===== src/rtl/led_seq_ctrl.sv =====
`default_nettype none
// ============================================================================
// Module      : led_seq_ctrl
// Description : Command-driven sequencer for a 4-LED bank. A shared prescaler
//               produces a 1-cycle tick every TICK_DIV clocks; the active
//               pattern (blink-all, running light, binary count) advances once
//               every eff_period ticks. Mode/period are loaded through a
//               valid/ready command handshake.
// Ports       : Clk50M     - system clock (rising edge)
//               Rst        - synchronous active-high reset
//               cmd_valid  - command present
//               cmd_mode   - 0 OFF, 1 BLINK, 2 RUN, 3 COUNT
//               cmd_period - ticks per pattern step (0 behaves as 1)
//               cmd_ready  - controller can accept a command
//               led        - LED drive, 1 = on
//               tick       - registered 1-cycle timebase pulse
//               busy       - high while a non-OFF pattern is running
// Revision    : 1.0 - initial release
// ============================================================================
module led_seq_ctrl #(
    parameter int TICK_DIV = 25_000_000,
    parameter int CNT_W    = 25
) (
    input  logic       Clk50M,
    input  logic       Rst,
    input  logic       cmd_valid,
    input  logic [1:0] cmd_mode,
    input  logic [3:0] cmd_period,
    output logic       cmd_ready,
    output logic [3:0] led,
    output logic       tick,
    output logic       busy
);

    localparam logic [1:0] MODE_OFF   = 2'd0;
    localparam logic [1:0] MODE_BLINK = 2'd1;
    localparam logic [1:0] MODE_RUN   = 2'd2;
    localparam logic [1:0] MODE_COUNT = 2'd3;

    localparam logic [CNT_W-1:0] TICK_LAST = CNT_W'(TICK_DIV - 1);

    typedef enum logic [1:0] {
        ST_IDLE   = 2'd0,
        ST_LOAD   = 2'd1,
        ST_ACTIVE = 2'd2
    } state_t;

    state_t           state, state_n;
    logic [CNT_W-1:0] presc, presc_n;
    logic [3:0]       step, step_n;
    logic [1:0]       mode, mode_n;
    logic [3:0]       period, period_n;
    logic [3:0]       led_n;
    logic             tick_n;
    logic             ready_n;

    logic             accept;
    logic [3:0]       step_last;
    logic [3:0]       led_init;
    logic [3:0]       led_step;

    assign accept    = cmd_valid && cmd_ready;
    // eff_period - 1; a zero period behaves as a period of one
    assign step_last = (period == 4'd0) ? 4'd0 : (period - 4'd1);
    assign busy      = (state == ST_ACTIVE);

    always_comb begin
        led_init = 4'b0000;
        led_step = led;
        case (mode)
            MODE_BLINK: led_step = ~led;
            MODE_RUN: begin
                led_init = 4'b0001;
                led_step = {led[2:0], led[3]};
            end
            MODE_COUNT: led_step = led + 4'd1;
            default:    led_step = led;
        endcase
    end

    always_comb begin
        state_n  = state;
        presc_n  = presc;
        step_n   = step;
        mode_n   = mode;
        period_n = period;
        led_n    = led;
        tick_n   = 1'b0;
        ready_n  = 1'b1;

        case (state)
            ST_IDLE: begin
                presc_n = '0;
                step_n  = 4'd0;
                led_n   = 4'b0000;
                if (accept) begin
                    state_n  = ST_LOAD;
                    mode_n   = cmd_mode;
                    period_n = cmd_period;
                    ready_n  = 1'b0;
                end
            end

            ST_LOAD: begin
                presc_n = '0;
                step_n  = 4'd0;
                led_n   = led_init;
                state_n = (mode == MODE_OFF) ? ST_IDLE : ST_ACTIVE;
            end

            ST_ACTIVE: begin
                if (presc == TICK_LAST) begin
                    presc_n = '0;
                    tick_n  = 1'b1;
                    if (step == step_last) begin
                        step_n = 4'd0;
                        led_n  = led_step;
                    end else begin
                        step_n = step + 4'd1;
                    end
                end else begin
                    presc_n = presc + CNT_W'(1);
                end
                // A new command overrides a coincident step; tick still pulses
                if (accept) begin
                    state_n  = ST_LOAD;
                    mode_n   = cmd_mode;
                    period_n = cmd_period;
                    led_n    = led;
                    ready_n  = 1'b0;
                end
            end

            default: begin
                state_n = ST_IDLE;
                led_n   = 4'b0000;
            end
        endcase
    end

    always_ff @(posedge Clk50M) begin
        if (Rst) begin
            state     <= ST_IDLE;
            presc     <= '0;
            step      <= 4'd0;
            mode      <= MODE_OFF;
            period    <= 4'd0;
            led       <= 4'b0000;
            tick      <= 1'b0;
            cmd_ready <= 1'b0;
        end else begin
            state     <= state_n;
            presc     <= presc_n;
            step      <= step_n;
            mode      <= mode_n;
            period    <= period_n;
            led       <= led_n;
            tick      <= tick_n;
            cmd_ready <= ready_n;
        end
    end

endmodule
`default_nettype wire


===== config.mk =====
export PLATFORM = sky130hd
export DESIGN_NAME = led_seq_ctrl
export DESIGN_NICKNAME = d
export VERILOG_FILES = /design/src/rtl/led_seq_ctrl.sv
export SDC_FILE = /design/constraint.sdc
export NUM_CORES = 1
export LEC_CHECK = 0
export ABC_AREA = 1
export CORE_ASPECT_RATIO = 0.6
export CORE_UTILIZATION = 35
export CTS_BUF_LIST = sky130_fd_sc_hd__clkbuf_16
export CTS_CLUSTER_SIZE = 16
export DETAILED_ROUTE_END_ITERATION = 10
export HOLD_SLACK_MARGIN = 0.08
export PLACE_DENSITY = 0.54
export SYNTH_ARGS = -nofsm -noshare
export SYNTH_HDL_FRONTEND = slang
export SYNTH_SLANG_ARGS = --single-unit

===== constraint.sdc =====
create_clock -name Clk50M -period 1.95 [get_ports Clk50M]
set_input_delay 0.39 -clock Clk50M [delete_from_list [all_inputs] [get_ports Clk50M]]
set_output_delay 0.39 -clock Clk50M [all_outputs]
set_load 0.005 [all_outputs]

=== Yosys cells after proc, flatten, opt, wreduce, memory -nomap -nowiden ===
Cells that the tools add are included.

* Input bits: 9
* Bits in writable memories: 0
* Memories: 0
* Memory bits (read-only): 0
* Output and inout port bits: 7
* Latch bits: 0
* Register bits after elaboration: 43

* Bitwise gates (word level): 2
* Shift operators: 0
* Add/sub/neg operators: 4
* Reductions and logical operators: 11
* Div/mod/pow operators: 0
* Magnitude comparators: 0
* Equality and inequality tests: 12
* Multiplexer cells: 18
* Multiply operators: 0

{| class="wikitable"
|+ Operator list
! operator !! count
|-
| $pmux W25 S2 || 1
|-
| $add A25 B1 Y25 const B || 1
|-
| $eq A25 B25 Y1 const B || 1
|-
| $mux W25 || 1
|-
| $mux W4 || 6
|-
| $pmux W4 S2 || 2
|-
| $pmux W4 S3 || 1
|-
| $add A4 B1 Y4 const B || 2
|-
| $eq A2 B2 Y1 const B || 3
|-
| $ne A2 B1 Y1 const B || 3
|-
| $reduce_or A2 Y1 || 3
|-
| $eq A2 B1 Y1 const B || 2
|-
| $eq A4 B4 Y1 || 1
|-
| $logic_not A2 Y1 || 2
|-
| $logic_not A4 Y1 || 1
|-
| $mux W1 || 4
|-
| $mux W2 || 2
|-
| $ne A4 B1 Y1 const B || 1
|-
| $not A4 Y4 || 1
|-
| $pmux W2 S2 || 1
|-
| $reduce_and A2 Y1 || 2
|-
| $reduce_and A4 Y1 || 1
|-
| $sub A4 B1 Y4 const B || 1
|-
| $ne A2 B2 Y1 const B || 1
|-
| other kinds (3) || 3
|}

=== Depth between registers and ports, before layout ===
Gate-level depths: netlist of run 1.

* Word-level depth: 7
* Mapped depth: 13
* Gate-level depth less buffers: 13

=== Worst setup path after synthesis of run 1 ===
No wires, ideal clock.

* Path type: reg2reg
* Start point: register state[0]
* End point: register mode[1]
* Data arrival time: 1453 ps
* Setup slack: 377 ps
* Cell stages (with the launch flop): 9
* Buffers on the path: 1
* Period minus slack after synthesis: 1573 ps
* Setup time: 120 ps
* Path through: dfxtp_1 -> inv_1 -> ha_1 -> buf_2 -> nor2_1 -> nor2_1 -> clkinv_1 -> o21ai_0 -> a21oi_1

* Word-level cells in the longest chain between the ends: 3
* Elaborated cells between the ends (all ways): 4
* Classes of those cells: eq/ne (1); reduce/logical (3)

{| class="wikitable"
|+ RTL lines
! element !! RTL line !! source
|-
| start, declared || 48 || <nowiki>state_t state, state_n;</nowiki>
|-
| start signal, assigned || 152 || <nowiki>state <= state_n;</nowiki>
|-
| $eq A2 B2 Y1 || - ||
|-
| named net busy || 32 || <nowiki>output logic busy</nowiki>
|-
| $reduce_or A2 Y1 (no line) || - ||
|-
| $reduce_and A2 Y1 (no line) || - ||
|-
| end signal, assigned || 155 || <nowiki>mode <= mode_n;</nowiki>
|-
| end, declared || 51 || <nowiki>logic [1:0] mode, mode_n;</nowiki>
|}

The timed path passes the listed nets, and every way through them passes these cells.
A chain may end at the register's enable or synchronous reset.

=== Worst setup path in the final report of run 1 ===
* Start point: register state[0]
* End point: output busy

* Word-level cells in the longest chain between the ends: 1

{| class="wikitable"
|+ RTL lines
! element !! RTL line !! source
|-
| $eq A2 B2 Y1 || 65 || <nowiki>assign busy = (state == ST_ACTIVE);</nowiki>
|-
| end, declared || 32 ||
|}

No other way between the ends.

==> results of run 1 <==
[worst register-to-register path, delay by kind of cell (launching register included)]
family | cells | cell delay [ns]
AOI/OAI and AO/OA | 1 | 0.12
and+or+nand+nor | 5 | 0.93
adders and majority gates | 1 | 0.28
DFF | 1 | 0.33
[final timing paths]
check,startpoint,endpoint,depth (start not counted)
worst max-delay path,state[0],busy,3
worst min-delay path,presc[23],presc[23],2
worst max register to register,state[0],presc[19],7
worst min register to register,presc[23],presc[23],2
[cell usage in the layout (no fill, tap or decap), types with 3 or more instances in the layout]
master,instances
nand2_1,71
nor2_1,47
dfxtp_1,43
inv_1,33
a21oi_1,22
nand3_1,20
o21ai_0,17
clkdlybuf4s50_1,15
nor3_1,11
nand4_1,8
inv_2,6
nor3b_1,6
xor2_1,6
ha_1,6
buf_4,6
nand2_2,5
clkbuf_16,5
clkinv_1,4
nor2_2,4
nand3_2,3
nand2_4,3
xnor2_1,3
[cells by family after synthesis]
logic type / synth area share, %
AO/OA/AOI/OAI: 11.50
XOR/XNOR: 3.219
adder cells (fa/ha/maj): 3.577
buffers and inverters: 7.563
flip-flops: 35.16
AND/OR/NAND/NOR: 38.99
[state kept, by name (all words and copies together) (netlist names)]
register	cells
cmd_ready	1
period	4
presc	25
mode	2
state	2
led	4
step	4
tick	1
[metal layers]
| metal | routed length (um) | GRT usage (%) | vias up |
|---|---|---|---|
| met5 | 0 | 0 | - |
| met4 | 71 | 5.000 | 0 |
| met3 | 324 | 4.012 | 7 |
| met2 | 1892 | 19.06 | 48 |
| met1 | 3440 | 28.21 | 1027 |
| li1 | - | - | 1178 |
[metrics by stage]
step | hold WS [ns] | instances
floorplan | 0.4496 | 346
global placement | 0.4630 | 449
detailed placement | 0.4775 | 449
CTS | 0.4862 | 457
global route | 0.5146 | 457
finish | 0.4865 | 457
[power groups by stage]
stage | logic (mW) | clock network, mW | registers [mW]
floorplan | 0.306 | 0 | 0.991
global placement | 0.445 | 0 | 1.00
detailed placement | 0.447 | 0 | 1.00
CTS | 0.449 | 0.845 | 0.985
global route | 0.514 | 0.874 | 0.993
finish | 0.449 | 0.817 | 0.985
[cell type report]
cell class              instances  area, um2  share of cell area (%)
clock buffers                   5      125.1                   4.350
clock inverters                 3      15.01                  0.5220
inverters                      41      153.9                   5.350
multi-input cells             257       1418                   49.28
flip-flops and latches         43      860.8                   29.93
well taps                      87      108.9                   3.784
repair buffers                 21      195.2                   6.786
==> impl_results.md, run 1 <==
- LEAKAGE: 1.107 nW
- Ys flop type: dfxtp_1
- WP buf/inv: 2
- Die area: 7346 um2
- Clk slew on worst S/H paths: 0.06 ns
- Synthesized net count: 362
- Fin area: 2877 um2
- CORE AREA: 6705 um2
- Initial DRC Count: 139
- Remaining DRCs: 0
- Setup Skew: 0.006268 ns
- Largest net degree at the start of global routing: 20
- CP Capture Type: output port
- Top cell type's share of synthesized area: 35.16%
- Layout area overhead: 17.48%
- NumNets Final: 385
- Global-route wire length before repair: 9156 um
- Final Core Density: 42.90%
- Synth top area cells: dfxtp_1, nand2_1, nor2_1, inv_1, a21oi_1
- Crit-path cells: inv_1 > ha_2 > clkdlybuf4s50_1
- Status: finished clean
- Worst slew pin tran: 0.3714 ns
- Post-synth top area cell: dfxtp_1
- EDFF count, synth: 0
- Clk root buf: clkbuf_16
- Yosys cell types: 38
- Flop pwr share: 43.8%
- Antenna-violating nets left: 0
- Power per Cell Area: 782.6 nW/um2
- Total wire length: 5728 um
- Vias: 2260
- Share of layout cells above drive strength 1: 12.70%
- GP Congestion: 0.8124
- Comb pwr share: 19.9%
- Initial antenna violation count: 0
- Startpoint Class: flop
- CP arrival: 1.50 ns
- Die extent in x: 110.0 um
- Syn Inst Count: 346
- WL/cell: 12.53 um
- Worst-skew pair later-pin latency: 0.29 ns
- Crit Path Category: reg2out
- DR pass1 iterations: 4
- Final Max Slew Viols: 0
- Vias per inst: 4.945
- GRT overflow: 0
- Clock sink total: 43
- Fillcell total: 693
- CTS tree: yes
- Post-route setup TNS: 0 ns
- Initial Util: 36.52%
- Gr usage total: 16.82%
- Tmin final: 1.890 ns
- Slowest CP cell: clkdlybuf4s50_1
- Hold WC Path Type: reg2reg
- Flop2flop setup slack: 0.22 ns
- Asr flop ratio synth: 0%
- Switch share: 29.89%
- Fin worst setup slack: 0.05989 ns
- PostCTS Resize Cnt: 0
- Critical path fanouts, max: 5
- Vias in the first global route: 1855
- Slew headroom: 75.22%
- Power share of the clock group: 36.3%
- Post-synth top cells: nand2_1, nor2_1, dfxtp_1
- Slowest stage delay, CP: 0.52 ns
- Cell Rows: 23
- Cell Area, Synth: 2449 um2
- RSZ-0062 raised after global routing: no
- H-tree Lvls: 2
- Ant. Diodes: 0
- Port buffer count: 15
- Area post-placement: 2721 um2
- I/O pin count: 16
- Die Height: 66.79 um
- Most numerous cell in the Yosys netlist: nand2_1
- CP delay by family, top: buffers and inverters
- Hold Fails Final Rpt: 0
- CTS Hold Buffers Added: 0
- Pre-CTS setup slack: 0.07920 ns
- Total clock buffers created by CTS: 5
- Synth Area per Inst: 7.077 um2
- Fmax: 0.5291 GHz
- Internal: 1.578 mW
- Worst EP required: 1.56 ns
- Final period utilization: 96.93%
- Total power: 2.251 mW
- YS warnings: 0
- Max cap viols: 0
- Switch Pwr: 673.0 uW
- FF+latch count, synth: 43
- Worst VDD drop: 341.2 uV
- CTS Buffer Depth: 2
- Sequential fraction of the synthesis area: 35.16%
- HPWL Detailed: 4404 um
- Final setup fails: 0
- Setup repair bufs after CTS: 0
Note: power is estimated with default switching activity, not from simulation.
==> run 2: changes to the inputs <==
--- a/config.mk
+++ b/config.mk
@@ -9,2 +9,3 @@
 export CORE_ASPECT_RATIO = 0.6
+export CORE_MARGIN = 2
 export CORE_UTILIZATION = 35
@@ -15,2 +16,3 @@
 export PLACE_DENSITY = 0.54
+export SLEW_MARGIN = 20
 export SYNTH_ARGS = -nofsm -noshare
==> constraint.sdc (replaced) <==
create_clock -name Clk50M -period 1.95 [get_ports Clk50M]
set_input_delay 0.2925 -clock Clk50M [delete_from_list [all_inputs] [get_ports Clk50M]]
set_output_delay 0.2925 -clock Clk50M [all_outputs]
set_load 0.005 [all_outputs]
==> run 2 against run 1 <==
  * Non-clock buffer count did not move
  * Count of clock-buffer cells in the layout did not move
  * Via count fell by 0.75%
  * Design area rose by 1.7%
  * Highest routed layer unchanged
==> impl_results.md, run 2 (synthesis results as in run 1) <==
- WL/cell: 13.35 um (+6.5%)
- Critical path capture point: busy
- I/O pin count: 16 (unchanged)
- Total power: 2.523 mW (+12%)
- Internal: 1.845 mW (+17%)
- Worst VDD drop: 396.8 uV (+16%)
- GP Congestion: 0.8703 (+7.1%)
- CORE AREA: 6734 um2 (+0.43%)
- Initial antenna violation count: 0 (unchanged)
- Startpoint Class: flop
- CTS Buffer Depth: 2 (unchanged)
- Worst Hold Depth: 2 (unchanged)
- Die extent in x: 112.0 um (+1.8%)
- Power per Cell Area: 862.1 nW/um2 (+10%)
- Vias per inst: 4.908 (-0.75%)
- CP Capture Type: output port
- LEAKAGE: 1.133 nW (+2.4%)
- Commonest non-fill, non-tap cell in the layout: nand2_1
- Worst slew pin tran: 0.3992 ns (+0.02778 ns)
- Max reg flops: 25 (unchanged)
- DR pass1 iterations: 4 (unchanged)
- Cell Rows: 23 (unchanged)
- Largest net degree at the start of global routing: 20 (unchanged)
- Die Height: 68.79 um (+3.0%)
- Global-route wire length before repair: 9811 um (+7.2%)
- Slowest CP cell: clkdlybuf4s50_1
- Switch Pwr: 678.1 uW (+0.76%)
- Vias: 2243 (-0.75%)
- Crit Path Category: reg2out
- Worst setup startpoint: state[0]
- Worst r2r path cells: 7 (unchanged)
- Clk slew on worst S/H paths: 0.06 ns (about the same)
- Hold WC Path Type: reg2reg
- Comb pwr share: 17.8% (-2.1 points)
- Slew headroom: 73.10% (-2.1 points)
- Die area: 7703 um2 (+4.9%)
- Initial DRC Count: 166 (+19%)
- Number of cells on the critical path: 3 (unchanged)
- Worst EP required: 1.66 ns (+0.10 ns)
- Gr usage total: 16.38% (-0.44 points)
- Layout area overhead: 19.52%
- Flop pwr share: 39.1% (-4.7 points)
- Share of layout cells above drive strength 1: 12.97% (+0.27 points)
- Switch share: 26.88% (-3.0 points)
- Crit-path cells: inv_1 > ha_1 > clkdlybuf4s50_1
- Final period utilization: 93.76% (-3.2 points)
- Initial Util: 36.36% (-0.16 points)
- Worst R2R End: presc[19]
- Clk root buf: clkbuf_16
- Hold WS: 0.4985 ns (+0.01200 ns)
- Setup Skew: 0.005063 ns (-0.001206 ns)
- Slowest stage delay, CP: 0.55 ns (+0.03 ns)
- NumNets Final: 385 (unchanged)
- Power share of the clock group: 43.1% (+6.8 points)
- Final Max Slew Viols: 0 (unchanged)
- Status: finished clean
- GRT overflow: 0 (unchanged)
- Remaining DRCs: 0 (unchanged)
- CTS Hold Buffers Added: 0 (unchanged)
- WP buf/inv: 2 (unchanged)
- H-tree Lvls: 2 (unchanged)
- Max cap viols: 0 (unchanged)
- Vias in the first global route: 1894 (+2.1%)
- Clock sink total: 43 (unchanged)
- PostCTS Resize Cnt: 0 (unchanged)
- Ant. Diodes: 0 (unchanged)
- CTS tree: yes
- Worst-skew pair later-pin latency: 0.28 ns (about the same)
- Flop2flop setup slack: 0.21 ns (about the same)
- Total wire length: 6102 um (+6.5%)
- Tmin final: 1.828 ns (-0.06177 ns)
- RSZ-0062 raised after global routing: no
- HPWL Detailed: 4677 um (+6.2%)
- Fin area: 2927 um2 (+1.7%)
- Top reg by flops: presc
- Final setup fails: 0 (unchanged)
- Antenna-violating nets left: 0 (unchanged)
- Critical path fanouts, max: 5 (unchanged)
- Setup repair bufs after CTS: 0 (unchanged)
- Total clock buffers created by CTS: 5 (unchanged)
- Post-route setup TNS: 0 ns (unchanged)
- Area post-placement: 2721 um2 (unchanged)
- Port buffer count: 15 (unchanged)
- Hold Fails Final Rpt: 0 (unchanged)
- CP arrival: 1.54 ns (+0.04 ns)
- Reg2Reg Launch Point: state[0]
- Fmax: 0.5469 GHz (+3.4%)
- CP delay by family, top: buffers and inverters
- Most frequent cells in the layout: nand2_1, nor2_1, dfxtp_1
## run 2: changes by cell type in the layout (fill, tap and decap cells not counted)
cell	delta
bufinv_16	+2
clkinv_1	-2
ha_1	+1
ha_2	-1
## run 2: power groups by stage
stage | clock, mW | sequential, mW | combinational (mW)
after global routing | 1.15 | 0.994 | 0.515
after detailed placement | 0 | 1.00 | 0.447
final | 1.09 | 0.985 | 0.449
after global placement | 0 | 1.00 | 0.444
after floorplan | 0 | 0.991 | 0.306
after CTS | 1.12 | 0.984 | 0.449
## run 2: worst min-delay path by stage
stage / start / end / slack, ns
after floorplan: Rst / presc[23] / 0.36
after global placement: presc[19] / presc[19] / 0.47
after detailed placement: period[3] / period[3] / 0.49
after CTS: period[3] / period[3] / 0.50
after global routing: presc[19] / presc[19] / 0.52
final: presc[19] / presc[19] / 0.50
## run 2: area by class of cell
| cell class | instances | area (um2) |
|---|---|---|
| clock inverters | 3 | 67.56 |
| fillers | 741 | 3807 |
| repair buffers | 21 | 195.2 |
| inverters | 41 | 153.9 |
| well taps | 87 | 108.9 |
| flip-flops and latches | 43 | 860.8 |
| clock buffers | 5 | 125.1 |
| multi-input cells | 257 | 1415 |
## run 2: tightest hold or removal path: cells and delay by family (launching register included)
kind,cells,cell delay [ns]
compound gates,1,0.06
flops,1,0.32
simple gates,1,0.06
## run 2: routing by layer
metal / up-vias / wire [um] / GRT usage [%]
met4: 0 / 19 / 3.354
met1: 1027 / 3625 / 26.98
met3: 2 / 254 / 4.021
met2: 39 / 2203 / 20.23
met5: - / 0 / 0
li1: 1175 / - / -
## run 2: metrics by stage
stage	worst slack, ns	util (%)	cells
CTS	0.09702	43.27	457
global route	0.001303	43.46	457
global placement	0.1830	40.41	449
floorplan	0.3771	-	346
detailed placement	0.1912	40.41	449
finish	0.1217	43.46	457
==> RTL change 1: new RTL, settings of run 2 <==
Set the parameter `CNT_W` to 33 (it was 25).
--- a/src/rtl/led_seq_ctrl.sv
+++ b/src/rtl/led_seq_ctrl.sv
@@ -19,7 +19,7 @@
 // ============================================================================
 module led_seq_ctrl #(
     parameter int TICK_DIV = 25_000_000,
-    parameter int CNT_W    = 25
+    parameter int CNT_W    = 33
 ) (
     input  logic       Clk50M,
     input  logic       Rst,
Function: no difference found for any inputs over 10 cycles, from zero or initial values and one cycle with Rst high; that may be too few to reach the edited logic, so the function may still have changed.
==> RTL change 1 against run 2 <==
  * Area after synthesis rose by 21%
  * Sequential cell count rose by 8
  * Clock power fell by 21%
  * Core utilization fell by 0.56 points
  * Total power fell by 2.8%
  * Wire length rose by 28%
  * Cell area rose by 18%
  * Count of clock-buffer cells in the layout did not move
  * Sequential share of layout area rose by 0.19 points
  * Via count rose by 24%
  * Die area rose by 20%
  * Setup slack got worse by 0.00062 ns
  * Largest cell class unchanged
  * Largest power group is now sequential cells
==> RTL change 1: results (changes against run 2) <==
INFO  metric drt_iter0_drc = 183 (was 166)
INFO  metric length_of_routed_met3_wiring = 453 microns (was 254 microns)
INFO  metric netlist_instances = 433 (was 346)
INFO  metric static-leakage-power = 1.34 nW (was 1.13 nW)
INFO  metric pwr.group.clock = 0.864 mW (was 1.09 mW)
INFO  metric cts.sink_count = 51 (was 43)
INFO  metric grt.total_usage = 18.3% (was 16.4%)
INFO  metric synth.area.top_cells = dfxtp_1 35%, nand2_1 12%, nor2_1 9.8% (was dfxtp_1 35%, nand2_1 11%, nor2_1 7.2%)
INFO  metric largest_register_ff_count = 33 (was 25)
INFO  metric post_synth_top_cells = 95 x nand2_1, 77 x nor2_1, 51 x dfxtp_1 (was 71 x nand2_1, 47 x nor2_1, 43 x dfxtp_1)
INFO  metric routed-wl-met2 = 2710 microns (was 2200 microns)
INFO  metric power_switching = 0.716 mW (was 0.678 mW)
INFO  metric powerDensity = 711 mW/mm^2 (was 862 mW/mm^2)
INFO  metric place_hpwl = 6160 microns (was 4680 microns)
INFO  metric comb-power = 0.448 mW (was 0.449 mW)
INFO  metric avgRoutedWirePerCell = 13.7 microns (was 13.4 microns)
INFO  metric area_share_nonclk_buffers = 8.20% (was 6.67%)
INFO  metric dpl.cell_count = 563 (was 449)
INFO  metric p_clk_share = 35.2% (was 43.1%)
INFO  metric placedInstanceArea = 0.00331 sq mm (was 0.00272 sq mm)
INFO  metric clock_insertion_delay_worst_skew = 0.30 ns (was 0.28 ns)
INFO  metric slew_headroom = 78.2% (was 73.1%)
INFO  metric multi_input_comb_cells = 328 (was 257)
INFO  metric nFillCells = 861 (was 741)
INFO  metric mappedNetlistNets = 449 (was 362)
INFO  metric area.share.sequential = 29.6% (was 29.4%)
INFO  metric final_nets = 478 (was 385)
INFO  metric grt_pass1_wl = 12900 microns (was 9810 microns)
INFO  metric r2r.worst_path.cells = 10 (was 7)
INFO  metric firstDrtPassIters = 7 (was 4)
INFO  metric gr-usage-met3 = 4.55% (was 4.02%)
INFO  metric final.signal_buffer_count = 31 (was 21)
INFO  metric drive_gt1_share = 11.7% (was 13.0%)
INFO  metric vdd.ir_drop.worst = 0.000308 V (was 0.000397 V)
INFO  metric num_vias = 2776 (was 2243)
INFO  metric status = complete, no violations (unchanged)
==> RTL change 1: path summary, 6_finish.rpt <==
| check | startpoint | end | slack (ns) |
|---|---|---|---|
| max | state[0]$_SDFFE_PP0P_ | busy | 0.12 |
| min | presc[29]$_SDFFE_PP0P_ | presc[29]$_SDFFE_PP0P_ | 0.51 |
| min reg2reg | presc[29]$_SDFFE_PP0P_ | presc[29]$_SDFFE_PP0P_ | 0.51 |
| max reg2reg | presc[1]$_SDFFE_PP0P_ | presc[22]$_SDFFE_PP0P_ | 0.13 |
==> RTL change 1: cell families (layout without fill, tap and decap cells) <==
family | Yosys count | after routing | synth area share [%]
AO/OA/AOI/OAI | 37 | 37 | 6.87
XOR/XNOR | 18 | 18 | 5.34
adder cells (fa/ha/maj) | 7 | 7 | 2.97
buffers and inverters | 54 | 84 | 7.71
flip-flops | 51 | 51 | 34.6
AND/OR/NAND/NOR | 266 | 266 | 42.5
==> RTL change 2: new RTL, config.mk and constraints of run 2 <==
Made on the original files. Encoding of `state_t`: now one-hot (3 bits for 3 states).
--- a/src/rtl/led_seq_ctrl.sv
+++ b/src/rtl/led_seq_ctrl.sv
@@ -39,10 +39,10 @@
 
     localparam logic [CNT_W-1:0] TICK_LAST = CNT_W'(TICK_DIV - 1);
 
-    typedef enum logic [1:0] {
-        ST_IDLE   = 2'd0,
-        ST_LOAD   = 2'd1,
-        ST_ACTIVE = 2'd2
+    typedef enum logic [2:0] {
+        ST_IDLE   = 3'b001,
+        ST_LOAD   = 3'b010,
+        ST_ACTIVE = 3'b100
     } state_t;
 
     state_t           state, state_n;
Function: same outputs for any inputs over 10 cycles, from zero or initial values and one cycle with Rst high; not proved beyond that.
==> RTL change 2 against run 2 <==
  * Area after synthesis rose by 5.4%
  * Wire length rose by 2.1%
  * Sequential cell count rose by 1
  * Critical path depth fell by 1
  * Setup slack improved by 0.093 ns
  * Cell area rose by 1.3%
  * Fmax rose by 5.4%
  * Final cell count rose by 9.4%
  * Non-clock buffer count fell by 2
  * Via count rose by 7.6%
Power is not compared: it rests on default switching activity, and its combinational part moved more than twofold at a synthesized area within 25%.
==> RTL change 2: results (changes against run 2) <==
INFO  metric resized_gates_after_cts = 0 (unchanged)
INFO  metric holdCritPathClass = flop to flop (unchanged)
INFO  metric mappedNetlistNets = 404 (was 362)
INFO  metric route.final.wire_length = 6230 microns (was 6100 microns)
INFO  metric place.gp.congestion = 0.870 (about the same)
INFO  metric worst-slew-pin-transition = 0.379 ns (was 0.399 ns)
INFO  metric powerDensity = 661 mW/mm^2
INFO  metric grt_pass1_wl = 10600 microns (was 9810 microns)
INFO  metric synth.area.top_cells = dfxtp_1 34%, nand2_1 14%, nand3_1 7.4% (was dfxtp_1 35%, nand2_1 11%, nor2_1 7.2%)
INFO  metric pre_cts_slack = 0.254 ns (was 0.191 ns)
INFO  metric grt.total_usage = 16.7% (was 16.4%)
INFO  metric drive_gt1_share = 12.0% (was 13.0%)
INFO  metric grt_pass1_vias = 2088 (was 1894)
INFO  metric final_nets = 421 (was 385)
INFO  metric yosysSeqAreaShare = 34.1% (was 35.2%)
INFO  metric grt_max_degree = 18 (was 20)
INFO  metric status = complete, no violations (unchanged)
INFO  metric num_vias = 2414 (was 2243)
INFO  metric drt_iter0_drc = 165 (was 166)
INFO  metric synth_cell_types = 36 (was 38)
INFO  metric post_synth_top_cells = 94 x nand2_1, 49 x nor2_1, 44 x dfxtp_1 (was 71 x nand2_1, 47 x nor2_1, 43 x dfxtp_1)
INFO  metric async_flop_share = 0% (unchanged)
INFO  metric r2r.worst_path.cells = 9 (was 7)
INFO  metric final.setup_skew = 0.00856 ns (was 0.00506 ns)
INFO  metric place_hpwl = 4700 microns (was 4680 microns)
INFO  metric crit_arrival = 1.44 ns (was 1.54 ns)
INFO  metric path_max_fanout = 4 (was 5)
[RTL change 2: cell count changes after synthesis, moves of 5 or more]
cell	run 2	this run
inv_2	6	20
nand2_1	71	94
o21ai_1	1	13
nand3_1	20	38
nor3b_1	6	1
o21ai_0	17	5
[RTL change 2: layout make-up]
cell class	count	area (sq um)
clock buffer	5	125
clock inverter	2	8.76
fill	763	4240
inverter	55	208
multi-input combinational	284	1450
sequential	44	881
tap	91	114
timing repair buffer	19	180
[RTL change 2: stage by stage]
step	std cells	power (mW)	utilization, %	hold WS (ns)	cell area (sq um)
floorplan	392	1.10	-	0.410	2580
global placement	493	1.16	39.3	0.484	2830
detailed placement	493	1.16	39.3	0.488	2830
CTS	500	1.98	41.1	0.499	2960
global route	500	2.04	41.1	0.515	2960
finish	500	1.96	41.1	0.497	2960
[RTL change 2: per-layer routing]
metal	wire length, microns	vias up	share of wire (%)	global-route usage, %
li1	-	1302	-	-
met1	3780	1074	61	28.3
met2	2120	31	34	19.5
met3	252	7	4.0	4.43
met4	70	0	1.1	4.42
met5	0	-	0	0
[RTL change 2: cell families after synthesis]
kind of cell	after synthesis	share of synthesized area, %
AOI/OAI and AO/OA	51	11.3
buffers and inverters	64	9.79
DFF	44	34.1
adders and majority gates	3	1.45
and+or+nand+nor	221	40.3
xor gates and xnor gates	9	3.05
[RTL change 2: where the power goes]
group	leakage [nW]	internal [mW]	switching, mW
Combinational	0.783	0.0654	0.143
Clock	0.0709	0.461	0.356
Sequential	0.356	0.916	0.0175
Total	1.21	1.44	0.517
[RTL change 2: path summary, 6_finish.rpt]
| check | start | to | slack (ns) |
|---|---|---|---|
| worst max-delay path | state[0]$_SDFFE_PP1P_ | busy | 0.21 |
| worst min-delay path | presc[1]$_SDFFE_PP0P_ | presc[1]$_SDFFE_PP0P_ | 0.50 |
| worst max register to register | presc[0]$_SDFFE_PP0P_ | presc[20]$_SDFFE_PP0P_ | 0.24 |
| worst min register to register | presc[1]$_SDFFE_PP0P_ | presc[1]$_SDFFE_PP0P_ | 0.50 |
[RTL change 2: worst register-to-register path, stage by stage, from the launching register on]
cell and delay, ns:
dfxtp_1 0.35, ha_1 0.20, inv_1 0.05, nor2_1 0.13, nand3_1 0.09, nor2_1 0.25, nand2_1 0.19, o21bai_1 0.16
nand3_1 0.09, a21oi_1 0.13
